[config.mk]
export PLATFORM = sky130hd
export DESIGN_NAME = muldiv_unit
export DESIGN_NICKNAME = d
export VERILOG_FILES = /design/src/rtl/muldiv_unit.sv
export SDC_FILE = /design/constraint.sdc
export NUM_CORES = 1
export LEC_CHECK = 0
export CORE_ASPECT_RATIO = 0.6
export CORE_MARGIN = 2
export CORE_UTILIZATION = 53
export CTS_CLUSTER_SIZE = 24
export DETAILED_ROUTE_END_ITERATION = 8
export PLACE_DENSITY_LB_ADDON = 0.25
export SETUP_SLACK_MARGIN = 0.1
export SYNTH_ARGS = -nofsm -noshare
export SYNTH_HDL_FRONTEND = slang
export SYNTH_SLANG_ARGS = --single-unit
[constraint.sdc]
create_clock -name clk -period 3.3 [get_ports clk]
set_clock_uncertainty 0.1 [all_clocks]
set_input_delay 0.33 -clock clk [delete_from_list [all_inputs] [get_ports clk]]
set_output_delay 0.33 -clock clk [all_outputs]
set_load 0.005 [all_outputs]
[src/rtl/muldiv_unit.sv]
// ---------------------------------------------------------------------------
// muldiv_unit -- iterative multiply/divide unit with HI/LO registers.
//
// Executes MULT/MULTU/DIV/DIVU one radix-2 step per cycle (shift-add for
// multiply, restoring shift-subtract for divide) on operand magnitudes, then
// applies sign correction in a final FIX cycle and writes HI/LO. Also
// services MTHI/MTLO writes while idle.
//
// Optional feature macro: MULDIV_FAST_MUL_EN
//   defined   : MULT/MULTU finish combinationally in the FIX cycle (latency 1)
//   undefined : multiply is iterative like divide (latency WIDTH+1)
//
// Parameters:
//   WIDTH  operand and HI/LO width (even, >= 4)
//   CNT_W  iteration counter width
//
// Ports:
//   clk       rising-edge clock
//   reset     synchronous, active-high reset
//   start     request new operation (accepted only when busy=0)
//   op        00 MULT, 01 MULTU, 10 DIV, 11 DIVU
//   a, b      multiplicand/dividend, multiplier/divisor
//   hi_we     MTHI write enable (idle only)
//   lo_we     MTLO write enable (idle only)
//   wdata     MTHI/MTLO write data
//   busy      operation in progress
//   done      one-cycle pulse, HI/LO updated by an operation
//   div_zero  last division had b=0; held until the next accept
//   hi, lo    HI/LO architectural registers
// ---------------------------------------------------------------------------
module muldiv_unit #(
    parameter int WIDTH = 32,
    parameter int CNT_W = $clog2(WIDTH) + 1
) (
    input  logic             clk,
    input  logic             reset,
    input  logic             start,
    input  logic [1:0]       op,
    input  logic [WIDTH-1:0] a,
    input  logic [WIDTH-1:0] b,
    input  logic             hi_we,
    input  logic             lo_we,
    input  logic [WIDTH-1:0] wdata,
    output logic             busy,
    output logic             done,
    output logic             div_zero,
    output logic [WIDTH-1:0] hi,
    output logic [WIDTH-1:0] lo
);

    typedef enum logic [1:0] {IDLE, RUN, FIX} state_t;

    state_t             state, state_nxt;
    logic               is_div;     // latched op[1]
    logic [WIDTH:0]     mag_a;      // |a| (or raw a), one extra bit so |MIN| is exact
    logic [WIDTH:0]     mag_b;
    logic [WIDTH:0]     rem;        // product upper half / partial remainder
    logic [WIDTH-1:0]   quo;        // multiplier bits / dividend bits -> quotient
    logic               neg_q;      // negate product or quotient
    logic               neg_r;      // negate remainder (dividend sign)
    logic               b_zero;
    logic [CNT_W-1:0]   cnt;

    // Operand conditioning: sign-extend by one bit for signed ops, then take
    // the magnitude in WIDTH+1 bits.
    logic               is_signed;
    logic [WIDTH:0]     a_ext, b_ext, abs_a, abs_b;

    // Per-step datapath.
    logic [WIDTH:0]     mul_sum;
    logic [WIDTH:0]     div_sh;
    logic [WIDTH:0]     div_diff;
    logic               div_ge;
    logic               last_step;

    // Result formatting in FIX.
    logic [2*WIDTH-1:0] prod, prod_s;
    logic [WIDTH-1:0]   q_s, r_s;

    assign busy      = (state != IDLE);
    assign is_signed = ~op[0];
    assign last_step = (cnt == CNT_W'(WIDTH - 1));

    always_comb begin
        // NOTE: every signal assigned in a combinational block gets a value
        // first so no path leaves it unassigned and a latch is never inferred.
        a_ext    = {is_signed & a[WIDTH-1], a};
        b_ext    = {is_signed & b[WIDTH-1], b};
        abs_a    = a_ext[WIDTH] ? -a_ext : a_ext;
        abs_b    = b_ext[WIDTH] ? -b_ext : b_ext;

        mul_sum  = rem + (quo[0] ? mag_a : '0);
        div_sh   = {rem[WIDTH-1:0], quo[WIDTH-1]};
        div_diff = div_sh - mag_b;
        div_ge   = (div_sh >= mag_b);

`ifdef MULDIV_FAST_MUL_EN
        prod     = {{WIDTH{1'b0}}, mag_a[WIDTH-1:0]} * {{WIDTH{1'b0}}, mag_b[WIDTH-1:0]};
`else
        prod     = {rem[WIDTH-1:0], quo};
`endif
        prod_s   = neg_q ? -prod : prod;
        q_s      = neg_q ? -quo : quo;
        r_s      = neg_r ? -rem[WIDTH-1:0] : rem[WIDTH-1:0];
    end

    // Next-state logic.
    always_comb begin
        state_nxt = state;
        case (state)
            IDLE: begin
                if (start) begin
`ifdef MULDIV_FAST_MUL_EN
                    state_nxt = op[1] ? RUN : FIX;
`else
                    state_nxt = RUN;
`endif
                end
            end
            RUN:     if (last_step) state_nxt = FIX;
            FIX:     state_nxt = IDLE;
            default: state_nxt = IDLE;
        endcase
    end

    always_ff @(posedge clk) begin
        // NOTE: state is updated with non-blocking assignments so every
        // register samples the pre-edge values of the others.
        if (reset) state <= IDLE;
        else       state <= state_nxt;
    end

    always_ff @(posedge clk) begin
        if (reset) begin
            hi       <= '0;
            lo       <= '0;
            done     <= 1'b0;
            div_zero <= 1'b0;
            is_div   <= 1'b0;
            mag_a    <= '0;
            mag_b    <= '0;
            rem      <= '0;
            quo      <= '0;
            neg_q    <= 1'b0;
            neg_r    <= 1'b0;
            b_zero   <= 1'b0;
            cnt      <= '0;
        end else begin
            done <= 1'b0;
            case (state)
                IDLE: begin
                    // An MT write coincident with an accept still lands; the
                    // operation result overwrites it at FIX.
                    if (hi_we) hi <= wdata;
                    if (lo_we) lo <= wdata;
                    if (start) begin
                        is_div   <= op[1];
                        mag_a    <= abs_a;
                        mag_b    <= abs_b;
                        neg_q    <= a_ext[WIDTH] ^ b_ext[WIDTH];
                        neg_r    <= a_ext[WIDTH];
                        b_zero   <= (b == '0);
                        rem      <= '0;
                        quo      <= op[1] ? abs_a[WIDTH-1:0] : abs_b[WIDTH-1:0];
                        cnt      <= '0;
                        div_zero <= 1'b0;
                    end
                end
                RUN: begin
                    cnt <= cnt + CNT_W'(1);
                    if (is_div) begin
                        // Restoring step; with b=0 every step subtracts zero,
                        // leaving quotient all ones and remainder |a|.
                        rem <= div_ge ? div_diff : div_sh;
                        quo <= {quo[WIDTH-2:0], div_ge};
                    end else begin
                        rem <= {1'b0, mul_sum[WIDTH:1]};
                        quo <= {mul_sum[0], quo[WIDTH-1:1]};
                    end
                end
                FIX: begin
                    done <= 1'b1;
                    if (is_div) begin
                        // Sign-corrected remainder of a zero divide is a itself.
                        lo       <= b_zero ? '1 : q_s;
                        hi       <= r_s;
                        div_zero <= b_zero;
                    end else begin
                        {hi, lo} <= prod_s;
                    end
                end
                default: ;
            endcase
        end
    end

endmodule

Yosys cells after proc, flatten, opt, wreduce, memory -nomap -nowiden
Cells that the tools add are included.
- bits in latches: 0
- output and inout bits: 67
- bits in read-only memories: 0
- memories kept: 0
- register bits: 209
- logic and storage cells: 76
- memory bits (writable): 0
- input port bits: 103
- reductions and logical operators: 11
- bitwise operators: 4
- magnitude comparators: 1
- eq/ne operators: 8
- muxes and demuxes: 30
- $add $sub $neg: 8
- shifts and indexed selects: 0
- multipliers: 0
- div/mod/pow operators: 0
- operators by type and width (kind ; count):
    32-bit two-way mux ; 10
    33-bit two-way mux ; 6
    32-bit one-hot mux with 2 select lines ; 3
    33-bit negator ; 2
    33-bit one-hot mux with 2 select lines ; 1
    64-bit two-way mux ; 1
    32-bit negator ; 2
    64-bit negator ; 1
    33-bit adder ; 1
    33-bit greater-or-equal comparator ; 1
    33-bit subtractor ; 1
    32-bit logical NOT ; 1
    6-bit one-hot mux with 2 select lines ; 1
    2-bit inequality test, second input constant ; 5
    2-bit AND reduction ; 5
    6-bit by 1-bit adder with 6-bit output, second input constant ; 1
    6-bit by 5-bit == test with 1-bit output, second input constant ; 1
    6-bit two-way mux ; 1
    2-bit nonzero test ; 3
    2-bit two-way mux ; 2
    2-bit one-hot mux with 2 select lines ; 1
    1-bit two-way mux ; 3
    3-bit AND reduction ; 1
    1-bit AND ; 2
    other kinds (6) ; 6

Depth between registers and ports, before layout
Gate-level depths: netlist of run 1.
- word-level depth: 7
- depth in mapped cells: 14
- mapped depth without buffers: 13

Least setup slack after synthesis of run 1
No wires, ideal clock.
- kind: flip-flop to flip-flop
- start point: reg quo[0]
- end point: reg rem[27]
- path buffers: 2
- arrival: 3.048 ns
- period minus slack after synthesis: 3.265 ns
- cell stages (with the launch flop): 14
- path slack: 0.035 ns
- setup time: 0.117 ns
- required time: 3.083 ns
- cells stage by stage: dfxtp_1 > clkbuf_1 > clkbuf_1 > nand2_1 > fa_1 > nand2b_1 > a21oi_1 > o21ai_0 > a21oi_1 > a41oi_1 > o31ai_1 > a31oi_1 > mux2i_1 > a32o_1
- word-level cells in the longest chain between the ends: 4
- RTL lines (what ; line ; RTL):
    from (decl) ; 58 ; logic [WIDTH-1:0] quo;
    from (signal assigned) ; 164 ; quo <= op[1] ? abs_a[WIDTH-1:0] : abs_b[WIDTH-1:0];
    from (signal assigned) ; 175 ; quo <= {quo[WIDTH-2:0], div_ge};
    from (signal assigned) ; 178 ; quo <= {mul_sum[0], quo[WIDTH-1:1]};
    33-bit two-way mux ; 92 ; mul_sum = rem + (quo[0] ? mag_a : '0);
    33-bit adder ; 92 ;
    33-bit two-way mux ; 171 ; if (is_div) begin
    33-bit one-hot mux with 2 select lines ; 150 ; case (state)
    to (signal assigned) ; 174 ; rem <= div_ge ? div_diff : div_sh;
    to (signal assigned) ; 177 ; rem <= {1'b0, mul_sum[WIDTH:1]};
    to (decl) ; 57 ; logic [WIDTH:0] rem;
Every way passes these cells.
A chain may end at the register's enable or synchronous reset.

Final worst setup path of run 1
Same ends and word-level chain as after synthesis.

==> impl_metrics.toml, run 1 <==
[status]
outcome = "complete, no violations"

[job]
drv_cap = 0

[power]
power_mw = 7.894
p_per_area_nw_per_um2 = 385.8
p_leak_nw = 8.407
ir_drop_mv = 0.3663

[synth]
synth_top_area_cell = "dfxtp_1"
synth.net_count = 2231
synth_top_area_share_pct = 26.77
synth.distinct_cells = 87
netlist_area_um2 = 15630
synth_cells = 2056
synth-edff-count = 0
ys_warn_count = 0
ys_ff_latch = 209
synth.area.top_cells = "dfxtp_1 27%, a21oi_1 6.3%, a211oi_1 6.2%, nor2_1 6.1%, ha_1 5.6%"
synthArstFlopShare_pct = 0
yosysSeqAreaShare_pct = 26.77
ys.flop_type = "dfxtp_1"
syn_avg_cell_area_um2 = 7.601

[routing]
drt_iter0_markers = 2445
remaining_drc_errors = 0
wl_mm = 66.96
via_per_inst = 6.429
dr.pass1.iters = 6
drtAntennaViolNets = 0
num_vias = 17840
wl_per_cell_um = 24.13

[critical_path]
cp.required_ns = 3.63
critPathCaptureType = "register"
crit_fanout = 19
path_class = "reg2reg"
arrival_ns = 3.56
startpoint_type = "register"

[grt]
grt_overflow = 0
met3_usage_pct = 15.91
use_met1_pct = 62.38
grt_max_degree = 87
antenna_found_initial = 3
grt_pass1_vias = 16110
gr-usage-all-layers_pct = 42.17
grt_busiest_layer = "met1"
grt_pass1_wl_mm = 98.49
grt_use_met2_pct = 56.60

[placed_design]
gp_congestion = 1.048
numPortBuffers = 169
place_hpwl_mm = 52.43

[clock_network]
clk_pin_slew_ns = 0.06
cts.htree.levels = 1
clockRootBuffer = "clkbuf_16"
cts_max_path_buffers = 3
clock-sinks = 209
cts_tree = "yes"
cts_buffers = 21
clk_latency_ns = 0.55

[sta]
rsz0062_at_grt = "true"
hold-worst-slack_ns = 0.1034
min_period_ns = 3.225
drv_slew = 0
max_freq_ghz = 0.3100
setup_viol = 0
period_share_pct = 97.74
hold_viol = 0
tightest_slew_ns = 1.194
relSlewSlack_pct = 20.37

[die]
start_util_pct = 54.10
die_h_um = 137.0
num_rows = 48
die_w_um = 225.7
io_pins = 170
fp.dieArea_um2 = 30920
coreArea_um2 = 28890

[final_layout]
drive_gt1_share_pct = 17.56
fin_util_pct = 70.83
num_antenna_cells = 0
syn_to_final_growth_pct = 30.93
final_nets = 2543

[min_path]
hold_path.class = "in2reg"
[final timing paths]
path                             from                   end  slack (ns)  cells past startpoint
hold / removal                  reset   quo[0]$_SDFFE_PP0P_        0.10                      2
setup reg to reg  quo[0]$_SDFFE_PP0P_  rem[27]$_SDFFE_PP0P_        0.07                     14
setup / recovery  quo[0]$_SDFFE_PP0P_  rem[27]$_SDFFE_PP0P_        0.07                     14
hold reg to reg    lo[6]$_SDFFE_PP0P_    lo[6]$_SDFFE_PP0P_        0.35                      2
[layout by cell type, fill, tap and decap left out, drive strengths merged, types with 6 or more instances in the layout]
cell type,instances
buf,271
nor2,258
dfxtp,209
a21oi,198
clkdlybuf4s50,168
nand2,154
a211oi,130
o21ai,101
xnor2,94
xor2,73
ha,70
inv,67
mux2i,57
nor3,50
and2,41
a21o,34
o31ai,27
clkbuf,27
o221ai,24
nand3,22
nor4,22
nor2b,20
a311oi,18
nand4,17
or3,16
or4,16
a31oi,15
and3,14
nand2b,12
o41ai,11
o21bai,10
a22o,10
a22oi,10
a221oi,9
a2111oi,9
or2,9
o211ai,7
o21a,6
o22ai,6
[routing by layer]
layer	share of wire (%)	vias up
met3	15	127
met1	44	8481
met5	0.037	-
met2	38	1113
li1	-	8116
met4	2.5	4
[cell type report]
class                      count  area, um^2
multi-input combinational   1629       11060
fill                        2371        8427
sequential                   209        4200
timing repair buffer         439        3806
clock buffer                  27       599.3
tap                          400       500.5
inverter                      68       255.2
clock inverter                 3       43.79
[cell usage after synthesis (all sizes together), types with 14 or more instances]
cell type  count
or3           16
xnor2         94
a311oi        18
or4           16
a21oi        198
a21o          34
inv           66
nand3         22
nor2         256
clkbuf       125
o221ai        24
and3          14
dfxtp        209
o21ai        101
nand2        154
nor3          50
a211oi       130
a31oi         15
mux2i         57
xor2          73
and2          41
buf           27
o31ai         27
nor2b         20
nor4          22
ha            70
nand4         17
[critical path: stages, from the launching register on]
cell     delay [ns]
dfxtp_4        0.36
buf_6          0.14
buf_8          0.14
and2_4         0.17
ha_4           0.23
a21o_1         0.22
nor3_2         0.18
a31oi_2        0.15
or3_4          0.37
a41oi_4        0.31
o31ai_2        0.12
buf_4          0.16
a31oi_4        0.15
mux2i_1        0.09
a32o_1         0.24
[where the power goes]
part	internal [mW]	leakage [nW]	switching [mW]	total (mW)
Clock	1.34	0.318	1.09	2.43
Combinational	1.11	6.37	1.49	2.60
Sequential	2.70	1.72	0.157	2.86
[registers in the layout (all words and copies together), names as in the netlist]
signal / flops
mag_a: 33
div_zero: 1
cnt: 6
b_zero: 1
mag_b: 33
neg_q: 1
quo: 32
state: 2
lo: 32
hi: 32
rem: 33
done: 1
neg_r: 1
is_div: 1
[timing repair]
| item | in CTS | in global routing |
|---|---|---|
| hold endpoints to repair | 0 | 0 |
| setup buffers | 3 | 4 |
| cloned | 2 | 0 |
| hold buffers | 0 | 0 |
| endpoints found under the setup margin | 30 | 42 |
| gates resized for setup | 27 | 73 |
| pin swaps | 5 | 29 |
[kinds of logic (layout without fill, tap and decap cells)]
| kind of cell | Yosys count | count (layout) | synth area share, % |
|---|---|---|---|
| simple gates | 665 | 667 | 20.29 |
| fa+ha+maj | 72 | 72 | 5.861 |
| flops | 209 | 209 | 26.77 |
| buf+inv | 220 | 537 | 5.580 |
| compound gates | 661 | 661 | 28.13 |
| mux | 62 | 62 | 4.011 |
| xor+xnor | 167 | 167 | 9.359 |
[stage by stage]
stage	std cells	TNS, ns	cell area (um^2)	worst slack, ns
floorplan	2056	0	15630	0.1530
global placement	2736	-0.1296	19260	-0.06239
detailed placement	2736	-1.548	19260	-0.1939
CTS	2771	0	20060	0.09429
global route	2775	0	20460	0.02423
finish	2775	0	20460	0.07451
Power figures use the tool's default switching activity.
==> run 2: changes to the inputs <==
Settings changed: CORE_ASPECT_RATIO 0.6 to 0.5.
==> run 2 against run 1 <==
- first-iteration DRC count is 15% lower
- die area is 0.12% higher
- power is 4.1% higher
- non-clock buffer count grew 12
- final cell count rose by 0.40%
- largest power group unchanged
- worst hold slack got worse by 0.0037 ns
- sequential share of layout area shrank 0.12 points
- critical endpoint is now rem[16]$_SDFFE_PP0P_
- critical path depth did not move
- combinational power rose by 2%
- via count fell by 1.6%
==> impl_metrics.toml, run 2 (synthesized netlist as in run 1, its figures left out) <==
[power]
p_leak_nw = 8.536
power_mw = 8.217
p_per_area_nw_per_um2 = 400.0
ir_drop_mv = 0.3280

[sta]
hold_viol = 0
rsz0062_at_grt = "true"
min_period_ns = 3.262
drv_slew = 0
max_freq_ghz = 0.3065
setup_viol = 0
tns_ns = 0
period_share_pct = 98.85
relSlewSlack_pct = 22.57
worst_slack_ns = 0.03787
tightest_slew_ns = 1.153
hold-worst-slack_ns = 0.09966

[clock_network]
cts.htree.levels = 1
clk_pin_slew_ns = 0.08
cts_max_path_buffers = 3
clk_latency_ns = 0.54
cts_tree = "yes"
clockRootBuffer = "clkbuf_16"
clock-sinks = 209
cts_buffers = 22

[final_layout]
num_antenna_cells = 0
drive_gt1_share_pct = 17.54
final_common_cell = "buf_4"
filler_cell_count = 2447
mostFrequentLayoutCells = "272 x buf_4, 251 x nor2_1, 204 x dfxtp_1"
final_nets = 2554
syn_to_final_growth_pct = 31.47
top_regs = "mag_a (33), mag_b (33), rem (33)"

[critical_path]
arrival_ns = 3.55
reg2reg_depth = 14
worstSetupEndpoint = "rem[16]$_SDFFE_PP0P_"
reg2reg_from = "mag_b[26]$_SDFFE_PP0P_"
critPathCaptureType = "register"
path_class = "reg2reg"
crit_chain = "inv_1 > ha_1 > nand2_1 > buf_4 > nor3_1 > nand4_1 > o211a_1 > o21ai_0 > nor2_4 > buf_8 > clkbuf_4 > nor2_1 > nor3_1 > a221o_1"
path_common_cell = "nor3_1"
cpPeakStageDelay_ns = 0.52
startpoint_type = "register"
crit_start = "mag_b[26]$_SDFFE_PP0P_"
crit_slowest_cell = "nor3_1"
cp.required_ns = 3.59
r2r-end = "rem[16]$_SDFFE_PP0P_"
rrSetupSlack_ns = 0.04
crit_fanout = 8

[routing]
dr.pass1.iters = 5
drtAntennaViolNets = 0
drt_iter0_markers = 2076
via_per_inst = 6.300
wl_mm = 64.52
remaining_drc_errors = 0
num_vias = 17550
wl_per_cell_um = 23.16

[placed_design]
place_hpwl_mm = 50.57
gp_congestion = 1.050
numPortBuffers = 169
pre_cts_ws_ns = -0.1127

[min_path]
hp-start = "reset"
hold_path.class = "in2reg"

[die]
num_rows = 44
io_pins = 170
die_w_um = 246.8
coreArea_um2 = 29010
fp.dieArea_um2 = 30960
die_h_um = 125.4
start_util_pct = 53.86

[grt]
grt_pass1_wl_mm = 94.59
grt_overflow = 0
grt_pass1_vias = 15580
grt_max_degree = 87
gr-usage-all-layers_pct = 40.21
antenna_found_initial = 2

[job]
drv_cap = 0

[status]
outcome = "complete, no violations"
run 2: cell types whose count changed in the layout (fill, tap and decap cells not counted), moves of 3 or more:
cell        change
buf_4          +10
inv_6           +3
a21oi_2         -4
ha_4            -4
nand2_1         +3
nand2_2         -3
clkinvlp_4      +4
ha_1            +3
a21oi_1         +3
a2111oi_1       +3
run 2: critical path, delay by kind of cell, from the launching register on:
kind / cells / cell delay (ns)
compound gates: 3 / 0.70
fa+ha+maj: 1 / 0.37
buf+inv: 4 / 0.59
flops: 1 / 0.31
simple gates: 6 / 1.05
run 2: final cells by class:
cell class	instances	area, um^2	area share, %
Clock buffer	27	620.6	3.021
Clock inverter	13	143.9	0.7004
Sequential cell	209	4193	20.41
Multi-Input combinational cell	1627	10930	53.20
Tap cell	391	489.2	2.381
Inverter	68	255.2	1.242
Timing Repair Buffer	451	3914	19.05
run 2: worst min-delay path by stage:
| stage | end | cells after the start | slack (ns) |
|---|---|---|---|
| global placement | lo[28]$_SDFFE_PP0P_ | 2 | 0.34 |
| floorplan | mag_b[32]$_SDFFE_PP0P_ | 2 | 0.33 |
| detailed placement | lo[28]$_SDFFE_PP0P_ | 2 | 0.35 |
| global route | quo[0]$_SDFFE_PP0P_ | 2 | 0.11 |
| CTS | quo[0]$_SDFFE_PP0P_ | 2 | 0.07 |
| finish | quo[0]$_SDFFE_PP0P_ | 2 | 0.1 |
run 2: timing repair:
item,in CTS,in global routing
resized for setup,10,72
setup buffers,4,11
setup endpoints to repair,18,50
pin swaps,3,16
hold buffers,0,0
gates cloned,0,1
run 2: routing by layer:
layer  up-vias  wire length [um]  GRT usage [%]
li1       8127                 -              -
met1      8265             28500          59.78
met2      1063             24460          53.49
met3        94             10030          15.67
met4         4              1502          9.107
met5         -                27              0
run 2: where the power goes:
part           internal (mW)  total [mW]  switching (mW)
Clock                   1.52        2.72            1.20
Combinational           1.14        2.65            1.51
Sequential              2.70        2.85           0.145
Total                   5.36        8.22            2.86
run 2: stage by stage:
stage                     cells  util, %  instance area, um^2
after global placement     2730    66.42                19270
after detailed placement   2730    66.42                19270
after CTS                  2774    69.25                20090
final                      2786    70.81                20540
after floorplan            2056        -                15630
after global routing       2786    70.81                20540
